File: config.mk
export PLATFORM = sky130hd
export DESIGN_NAME = ir_loader_dma
export DESIGN_NICKNAME = d
export VERILOG_FILES = /design/src/rtl/ir_loader_pkg.sv /design/src/rtl/ir_loader_ctr.sv /design/src/rtl/ir_loader_dma.sv
export SDC_FILE = /design/constraint.sdc
export NUM_CORES = 1
export LEC_CHECK = 0
export ABC_AREA = 1
export BUFFER_PORTS_ARGS = -buffer_cell sky130_fd_sc_hd__buf_2
export CAP_MARGIN = 30
export CELL_PAD_IN_SITES_DETAIL_PLACEMENT = 0
export CELL_PAD_IN_SITES_GLOBAL_PLACEMENT = 2
export CORE_MARGIN = 2
export CORE_UTILIZATION = 29
export CTS_BUF_LIST = sky130_fd_sc_hd__clkbuf_16
export CTS_CLUSTER_SIZE = 30
export DETAILED_ROUTE_END_ITERATION = 7
export PLACE_DENSITY = 0.76
export SLEW_MARGIN = 20
export SYNTH_ARGS = -nofsm -noshare
export SYNTH_HDL_FRONTEND = slang
export SYNTH_SLANG_ARGS = --single-unit
File: constraint.sdc
create_clock -name clk -period 1.5 [get_ports clk]
set_input_delay 0.15 -clock clk [delete_from_list [all_inputs] [get_ports clk]]
set_output_delay 0.15 -clock clk [all_outputs]
set_load 0.05 [all_outputs]
File: src/rtl/ir_loader_pkg.sv
// Shared state encoding and helpers for the IR loader DMA.
// Defining IRL_INIT_EN adds the INIT preload state.
package ir_loader_pkg;

    localparam int INIT_LINES_DEF = 8'hFF;

    typedef enum logic [3:0] {
        S_IDLE    = 4'd0,
        S_RD_SRC  = 4'd1,
        S_RD_DST  = 4'd2,
        S_RD_CNT  = 4'd3,
        S_CASH_RD = 4'd4,
        S_WAIT    = 4'd5,
        S_IR_WR   = 4'd6,
        S_DONE    = 4'd7
`ifdef IRL_INIT_EN
        , S_INIT  = 4'd8
`endif
    } state_t;

    // Bits needed to hold RD_LAT-1 (the WAIT countdown start value).
    function automatic int lat_cnt_w(input int rd_lat);
        return (rd_lat < 2) ? 1 : $clog2(rd_lat);
    endfunction

endpackage

File: src/rtl/ir_loader_ctr.sv
// Loadable down-counter with zero/one flags; used for the word count
// and for the cache read-latency countdown.
module ir_loader_ctr #(
    parameter int W = 8
) (
    input  logic         clk,
    input  logic         rst_n,
    input  logic         load,
    input  logic [W-1:0] load_val,
    input  logic         dec,
    output logic         zero,
    output logic         one
);

    logic [W-1:0] cnt;

    always_ff @(posedge clk) begin
        if (!rst_n)
            cnt <= '0;
        else if (load)
            cnt <= load_val;
        else if (dec)
            cnt <= cnt - 1'b1;
    end

    assign zero = (cnt == '0);
    assign one  = (cnt == W'(1));

endmodule

File: src/rtl/ir_loader_dma.sv
// Instruction loader: fetches a src/dst/count descriptor, then copies count
// words cache -> IR regfile. Optional init preload under IRL_INIT_EN.
module ir_loader_dma
    import ir_loader_pkg::*;
#(
    parameter int                   DATA_WIDTH = 8,
    parameter int                   ADDR_WIDTH = 8,
    parameter int                   CNT_WIDTH  = 8,
    parameter int                   RD_LAT     = 1,
    parameter logic [CNT_WIDTH-1:0] INIT_LINES = CNT_WIDTH'(INIT_LINES_DEF)
) (
    input  logic                  clk,
    input  logic                  rst_n,
    input  logic                  i_start,
    input  logic                  i_init,
    input  logic                  i_abort,
    input  logic [DATA_WIDTH-1:0] i_param_data,
    output logic                  o_param_req,
    output logic                  o_cash_ren,
    output logic [ADDR_WIDTH-1:0] o_cash_addr,
    input  logic [DATA_WIDTH-1:0] i_cash_data,
    output logic                  o_ir_wen,
    output logic [ADDR_WIDTH-1:0] o_ir_addr,
    output logic [DATA_WIDTH-1:0] o_ir_wdata,
    input  logic                  i_ir_ready,
    output logic                  o_busy,
    output logic                  o_done
);

    localparam int LAT_W = lat_cnt_w(RD_LAT);

    state_t                state, nxt;
    logic [ADDR_WIDTH-1:0] src, dst;
    logic [DATA_WIDTH-1:0] wdata;
    logic [CNT_WIDTH-1:0]  rem_val;
    logic                  ld_src, ld_dst, ld_rem, clr_ptr;
    logic                  ld_lat, dec_lat, cap, commit;
    logic                  rem_one, lat_zero, desc_cnt_zero;
    logic                  unused_rem_zero, unused_lat_one;

    assign desc_cnt_zero = (i_param_data[CNT_WIDTH-1:0] == '0);

    always_ff @(posedge clk) begin
        if (!rst_n)
            state <= S_IDLE;
        else
            state <= nxt;
    end

    always_comb begin
        nxt     = state;
        ld_src  = 1'b0;
        ld_dst  = 1'b0;
        ld_rem  = 1'b0;
        rem_val = i_param_data[CNT_WIDTH-1:0];
        clr_ptr = 1'b0;
        ld_lat  = 1'b0;
        dec_lat = 1'b0;
        cap     = 1'b0;
        commit  = 1'b0;
        case (state)
            S_IDLE: begin
`ifdef IRL_INIT_EN
                if (i_init)
                    nxt = S_INIT;
                else if (i_start)
                    nxt = S_RD_SRC;
`else
                if (i_start)
                    nxt = S_RD_SRC;
`endif
            end
            S_RD_SRC: begin
                ld_src = 1'b1;
                nxt    = S_RD_DST;
            end
            S_RD_DST: begin
                ld_dst = 1'b1;
                nxt    = S_RD_CNT;
            end
            S_RD_CNT: begin
                ld_rem = 1'b1;
                nxt    = desc_cnt_zero ? S_DONE : S_CASH_RD;
            end
            S_CASH_RD: begin
                ld_lat = 1'b1;
                nxt    = S_WAIT;
            end
            S_WAIT: begin
                // Data is valid on the last WAIT cycle, RD_LAT after the read strobe.
                if (lat_zero) begin
                    cap = 1'b1;
                    nxt = S_IR_WR;
                end else begin
                    dec_lat = 1'b1;
                end
            end
            S_IR_WR: begin
                if (i_ir_ready) begin
                    commit = 1'b1;
                    nxt    = rem_one ? S_DONE : S_CASH_RD;
                end
            end
            S_DONE: nxt = S_IDLE;
`ifdef IRL_INIT_EN
            S_INIT: begin
                clr_ptr = 1'b1;
                ld_rem  = 1'b1;
                rem_val = INIT_LINES;
                nxt     = (INIT_LINES == '0) ? S_DONE : S_CASH_RD;
            end
`endif
            default: nxt = S_IDLE;
        endcase

        // Abort wins over everything, including a ready write in IR_WR.
        if (i_abort && state != S_IDLE) begin
            nxt     = S_IDLE;
            ld_src  = 1'b0;
            ld_dst  = 1'b0;
            ld_rem  = 1'b0;
            clr_ptr = 1'b0;
            ld_lat  = 1'b0;
            dec_lat = 1'b0;
            cap     = 1'b0;
            commit  = 1'b0;
        end
    end

    always_ff @(posedge clk) begin
        if (!rst_n) begin
            src   <= '0;
            dst   <= '0;
            wdata <= '0;
        end else begin
            if (clr_ptr) begin
                src <= '0;
                dst <= '0;
            end else begin
                if (ld_src)
                    src <= i_param_data[ADDR_WIDTH-1:0];
                else if (commit)
                    src <= src + 1'b1;
                if (ld_dst)
                    dst <= i_param_data[ADDR_WIDTH-1:0];
                else if (commit)
                    dst <= dst + 1'b1;
            end
            if (cap)
                wdata <= i_cash_data;
        end
    end

    ir_loader_ctr #(.W(CNT_WIDTH)) u_rem (
        .clk      (clk),
        .rst_n    (rst_n),
        .load     (ld_rem),
        .load_val (rem_val),
        .dec      (commit),
        .zero     (unused_rem_zero),
        .one      (rem_one)
    );

    ir_loader_ctr #(.W(LAT_W)) u_lat (
        .clk      (clk),
        .rst_n    (rst_n),
        .load     (ld_lat),
        .load_val (LAT_W'(RD_LAT - 1)),
        .dec      (dec_lat),
        .zero     (lat_zero),
        .one      (unused_lat_one)
    );

`ifndef IRL_INIT_EN
    logic unused_cfg;
    assign unused_cfg = ^{i_init, INIT_LINES};
`endif

    assign o_param_req = (state == S_RD_SRC) || (state == S_RD_DST) || (state == S_RD_CNT);
    assign o_cash_ren  = (state == S_CASH_RD);
    assign o_cash_addr = src;
    assign o_ir_wen    = (state == S_IR_WR);
    assign o_ir_addr   = dst;
    assign o_ir_wdata  = wdata;
    assign o_busy      = (state != S_IDLE);
    assign o_done      = (state == S_DONE);

endmodule

Word level (Yosys, flattened, before mapping)

Index checks and enable logic that the tools add are counted.

Multiplexer cells: 29
Eq/ne operators: 11
Bitwise gates (word level): 1
Add/sub/neg operators: 4
Reductions and logical operators: 12

Operators by type and width:

| cell                                                                | number |
|---|---|
| 8-bit 2-to-1 mux                                                    | 6 |
| 4-bit one-hot mux with 7 select lines                               | 1 |
| 1-bit 2-to-1 mux                                                    | 17 |
| 8-bit by 1-bit adder with 8-bit output (second input constant)      | 2 |
| 4-bit by 3-bit == test with 1-bit output (second input constant)    | 4 |
| 4-bit 2-to-1 mux                                                    | 3 |
| 4-bit by 2-bit == test with 1-bit output (second input constant)    | 2 |
| 8-bit by 1-bit == test with 1-bit output (second input constant)    | 1 |
| 8-bit logical NOT                                                   | 1 |
| 8-bit by 1-bit subtractor with 8-bit output (second input constant) | 1 |
| 2-bit nonzero test                                                  | 3 |
| 4-bit by 1-bit == test with 1-bit output (second input constant)    | 1 |
| 4-bit logical NOT                                                   | 1 |
| 2-bit 2-to-1 mux                                                    | 2 |
| 2-bit != test (second input constant)                               | 2 |
| 4-bit nonzero test                                                  | 1 |
| 2-bit OR reduction                                                  | 2 |
| 3-bit AND reduction                                                 | 1 |
| 1-bit logical OR                                                    | 2 |
| 2-bit by 1-bit != test with 1-bit output (second input constant)    | 1 |
| 1-bit logical AND                                                   | 1 |
| 1-bit inverter                                                      | 1 |
| 1-bit subtractor (second input constant)                            | 1 |

Output and inout port bits: 29
Input port bits: 22
Register bits after elaboration: 37
Logic and storage cells: 63

Depth between registers and ports, before layout

Depth after elaboration: 5
Gate-level depth with buffers: 11
Mapped depth without buffers: 9

By module

A second synthesis with hierarchy kept.

Cell total of the unflattened synthesis: 370
Area, all modules: 2293.4 sq um

Modules (own cells, without submodules):

| module                 | seq. area each (sq um) | instances | cells each | area each (sq um) |
|---|---|---|---|---|
| ir_loader_dma          | 540.5                  | 1         | 276        | 1686.6 |
| ir_loader_ctr at u_rem | 160.2                  | 1         | 85         | 545.5 |
| ir_loader_ctr at u_lat | 20.0                   | 1         | 9          | 61.3 |

Worst setup path after synthesis

OpenSTA, ideal clock, no wires.

Kind: reg-to-reg
Start point: reg state[1]
End point: reg u_lat.cnt (netlist: u_lat.one)
Stages on the path, launching flop included: 8
Data required time: 1371 ps
Setup time: 129 ps
Buffers on the path: 1
Slack: -233 ps
Arrival time: 1605 ps
Clock period less this slack: 1733 ps
Cells stage by stage: dfxtp_1 buf_4 nor2_4 inv_1 nor2_1 o21ai_0 nand2_1 nor2_1

Word-level cells in the longest chain between the ends: 4
Elaborated cells on any way between the ends: 9
Classes of those cells: eq/ne: 2; mux: 4; reduce/logical: 3

RTL lines:

| item                                     | RTL line             | source |
|---|---|---|
| from (decl)                              | ir_loader_dma.sv:32  | `state_t state, nxt;` |
| from (signal assigned)                   | ir_loader_dma.sv:47  | `state <= nxt;` |
| 4-bit by 3-bit == test with 1-bit output | n/a                  |  |
| net o_cash_ren                           | ir_loader_dma.sv:19  | `output logic o_cash_ren,` |
| 1-bit 2-to-1 mux                         | ir_loader_dma.sv:61  | `case (state)` |
| 1-bit 2-to-1 mux                         | ir_loader_dma.sv:117 | `if (i_abort && state != S_IDLE) begin` |
| 2-bit OR reduction (no line)             | n/a                  |  |
| to (signal assigned)                     | ir_loader_ctr.sv:21  | `cnt <= load_val;` |
| to (signal assigned)                     | ir_loader_ctr.sv:23  | `cnt <= cnt - 1'b1;` |
| to (decl)                                | ir_loader_ctr.sv:15  | `logic [W-1:0] cnt;` |

The timed path passes the listed nets, and every way through them passes these cells.
A chain may end at the register's enable or synchronous reset.

Worst setup path after layout

Start point: reg state[1]
End point: out o_ir_wen

Word-level cells in the longest chain between the ends: 1

RTL lines:

| item                                     | RTL line             | source |
|---|---|---|
| 4-bit by 3-bit == test with 1-bit output | ir_loader_dma.sv:182 | `assign o_ir_wen = (state == S_IR_WR);` |
| to (decl)                                | ir_loader_dma.sv:22  | `output logic o_ir_wen,` |

No other way between the ends.

==> impl_metrics.csv <==
group,metric,value,unit
synth,synth-seq-cells,36,
worst_setup_path,path_buf_inv,3,
detailed_routing,ant_nets,0,
clock_tree,clockBufferDepth,2,
synth,netlist_instances,299,
synth,syn_nets,325,
synth,synth-edff-count,0,
hold_path,hold_class,"input pin to flop",
pwr,p_leak,1.33,nW
synth,ys_seq_area_share,34.2,%
job,cap_viol_max_count,0,
clock_tree,insertion_delay,280,ps
pwr,vdd_drop_max,322,µV
worst_setup_path,path_cells,"nand3_4 > buf_4 > inv_1 > buf_2",
detailed_routing,routed_wl,6050,µm
worst_setup_path,worstPathArrival,1290,ps
clock_tree,cts.sinks,36,
cells_and_area,nFillCells,815,
global_routing,track_usage,16.0,%
cells_and_area,multiInputGateArea,1210,µm²
floorplan,floorplan.initialDensity,29.5,%
synth,yosys_warnings,0,
sta,finalHoldViolCount,0,
sta,rsz0062_at_grt,"false",
floorplan,rows,31,
detailed_routing,via_per_inst,4.54,
sta,setup_viol,0,
cells_and_area,nNetsFinal,391,
synth,ys.flop_type,"dfxtp_1",
sta,max_freq,693,MHz
synth,async_reset_ff_share,0,%
worst_setup_path,cp.required,1350,ps
synth,syn_area_per_cell,7.04,µm²
detailed_routing,num_vias,2109,
placed_design,dp_hpwl,4390,µm
sta,period_share,96.1,%
synth,syn_area,2110,µm²
clock_tree,clkSlewWorstSetupHoldPaths,60,ps
floorplan,fp.dieW,89.2,µm
outcome,status,"complete, no violations",
placed_design,io_buffer_count,49,
worst_setup_path,slowest_delay,440,ps
sta,maxSlewHeadroom,82.7,%
synth,synth_top_area_share,34.2,%
global_routing,grt_max_degree,24,
pwr,powerDensity,964,nW/µm²
cells_and_area,areaGrowthSynthToFinish,29.8,%
worst_setup_path,worst_path_max_delay_cell,"dfxtp_2",
detailed_routing,first_pass_iters,4,
detailed_routing,drt_iter0_markers,36,
clock_tree,numCtsBuffers,5,
clock_tree,cts_tree,"built",
global_routing,overflow,0,
floorplan,ioPinCount,51,
floorplan,die_y,89.2,µm
worst_setup_path,critPathKind,"flop to primary output",
worst_setup_path,start_kind,"flop",
sta,fin_tns_setup,0,ps
detailed_routing,wl_per_cell,13.0,µm
worst_setup_path,critPathMaxFanout,6,
cells_and_area,seqCellArea,732,µm²
global_routing,grt_pass1_vias,1977,
synth,synth_area_leaders,"dfxtp_1, nand2_1, nor2_1",
clock_tree,cts-htree-levels,2,
detailed_routing,drcViolationCount,0,
sta,tightest_slew,259,ps
clock_tree,root_buffer,"clkbuf_16",
sta,timing.final.crit_period,1440,ps
floorplan,die_area,7960,µm²
sta,fin_skew,4.75,ps
sta,drv_slew,0,
cells_and_area,final_layout_size_suffix_gt1_share,30.1,%
synth,synth.distinct_cells,37,
global_routing,grt_pass1_wl,9630,µm
cells_and_area,fin_util,38.3,%
placed_design,gp_congestion,0.815,
synth,yosysTopAreaCell,"dfxtp_1",
floorplan,coreArea,7140,µm²
cells_and_area,n_antenna_cell,0,
worst_setup_path,end_kind,"primary output",
clock_tree,cts_setup_buffers,0,
global_routing,antenna_found_initial,0,
worst_setup_path,critical-path-top-delay-family,"buffers and inverters",
-- cells in the final DEF, fill, tap and decap left out, types with 3 or more instances in the layout --
cell type,instances
o21ai_0,11
xor2_1,12
o21ai_1,5
a31oi_1,4
a22oi_1,4
inv_1,30
inv_2,3
clkbuf_16,5
dfxtp_2,9
buf_4,17
nand3_1,28
a21oi_1,9
nor2_1,54
ha_1,4
nand2_1,55
nor2_2,5
dfxtp_1,27
buf_2,48
-- per-layer routing --
| layer | part of all wire (%) | global-route usage [%] | wire length (µm) | vias up |
|---|---|---|---|---|
| li1 | - | - | - | 1101 |
| met1 | 50 | 22.0 | 3010 | 971 |
| met2 | 46 | 24.7 | 2770 | 30 |
| met3 | 2.7 | 2.95 | 164 | 7 |
| met4 | 1.6 | 6.65 | 98 | 0 |
| met5 | 0 | 0 | 0 | - |
-- cell usage after synthesis, types with 3 or more instances --
master,number
a21oi_1,9
ha_1,4
xor2_1,12
nand2_1,55
inv_1,30
nand3_2,3
a22oi_1,4
nor2_2,4
nor2_1,55
inv_2,4
a31oi_1,4
o21ai_0,16
dfxtp_1,36
nand3_1,28
-- sequential cells by signal (all words and copies together), names as in the netlist --
name / flops
state: 3
o_cash_addr: 8
u_rem.cnt: 8
u_lat.one: 1
o_ir_wdata: 8
o_ir_addr: 8
-- worst register-to-register path: cells and delay by family (launching register included) --
| kind | cells | cell delay, ps |
|---|---|---|
| AO/OA/AOI/OAI | 2 | 230 |
| AND/OR/NAND/NOR | 3 | 290 |
| buffers and inverters | 3 | 380 |
| flip-flops | 1 | 390 |
-- through the flow --
step	area [µm²]	worst slack, ps	hold slack (ps)	std cells	power (W)
after floorplan	2120	11.2	292	299	0.00146
after global placement	2580	15.7	398	457	0.00165
after detailed placement	2580	5.64	413	457	0.00165
after CTS	2720	11.3	121	465	0.00268
after global routing	2730	4.02	129	465	0.00276
final	2730	58.0	108	465	0.00264
-- repair_timing --
| item | 4_1_cts | 5_1_grt |
|---|---|---|
| gates resized for setup | 1 | 12 |
| endpoints found under the setup margin | 6 | 24 |
| pin swaps | 0 | 0 |
| hold buffers | 0 | 0 |
-- cell families (layout without fill, tap and decap cells) --
group / count (synthesis) / count (layout) / synth area share, %
AOI/OAI and AO/OA: 43 / 43 / 12.8
adders and majority gates: 4 / 4 / 2.38
DFF: 36 / 36 / 34.2
and+or+nand+nor: 159 / 159 / 35.8
buffers and inverters: 43 / 110 / 8.97
xor gates and xnor gates: 14 / 14 / 5.82
-- cell type report --
cell class              instances  area share [%]
flip-flops and latches         36            26.8
multi-input cells             220            44.1
repair buffers                 66            14.2
clock buffers                   5            4.58
well taps                      99            4.53
inverters                      36            5.31
clock inverters                 3           0.503
-- power by group --
part | switching, W | total [W] | internal, W
clock network | 0.000395 | 0.000998 | 0.000603
logic | 0.000392 | 0.000583 | 0.000190
registers | 0.0000542 | 0.00105 | 0.00100
total | 0.000842 | 0.00264 | 0.00179
-- final timing paths --
| path | start | endpoint | slack [ps] | depth (start not counted) |
|---|---|---|---|---|
| setup / recovery | state[1] | o_ir_wen | 60 | 4 |
| hold / removal | i_cash_data[5] | o_ir_wdata[5] | 110 | 3 |
| setup reg to reg | state[0] | o_ir_addr[4] | 130 | 8 |
| hold reg to reg | u_lat.one | u_lat.one | 440 | 2 |
(Power assumes the default switching activity.)
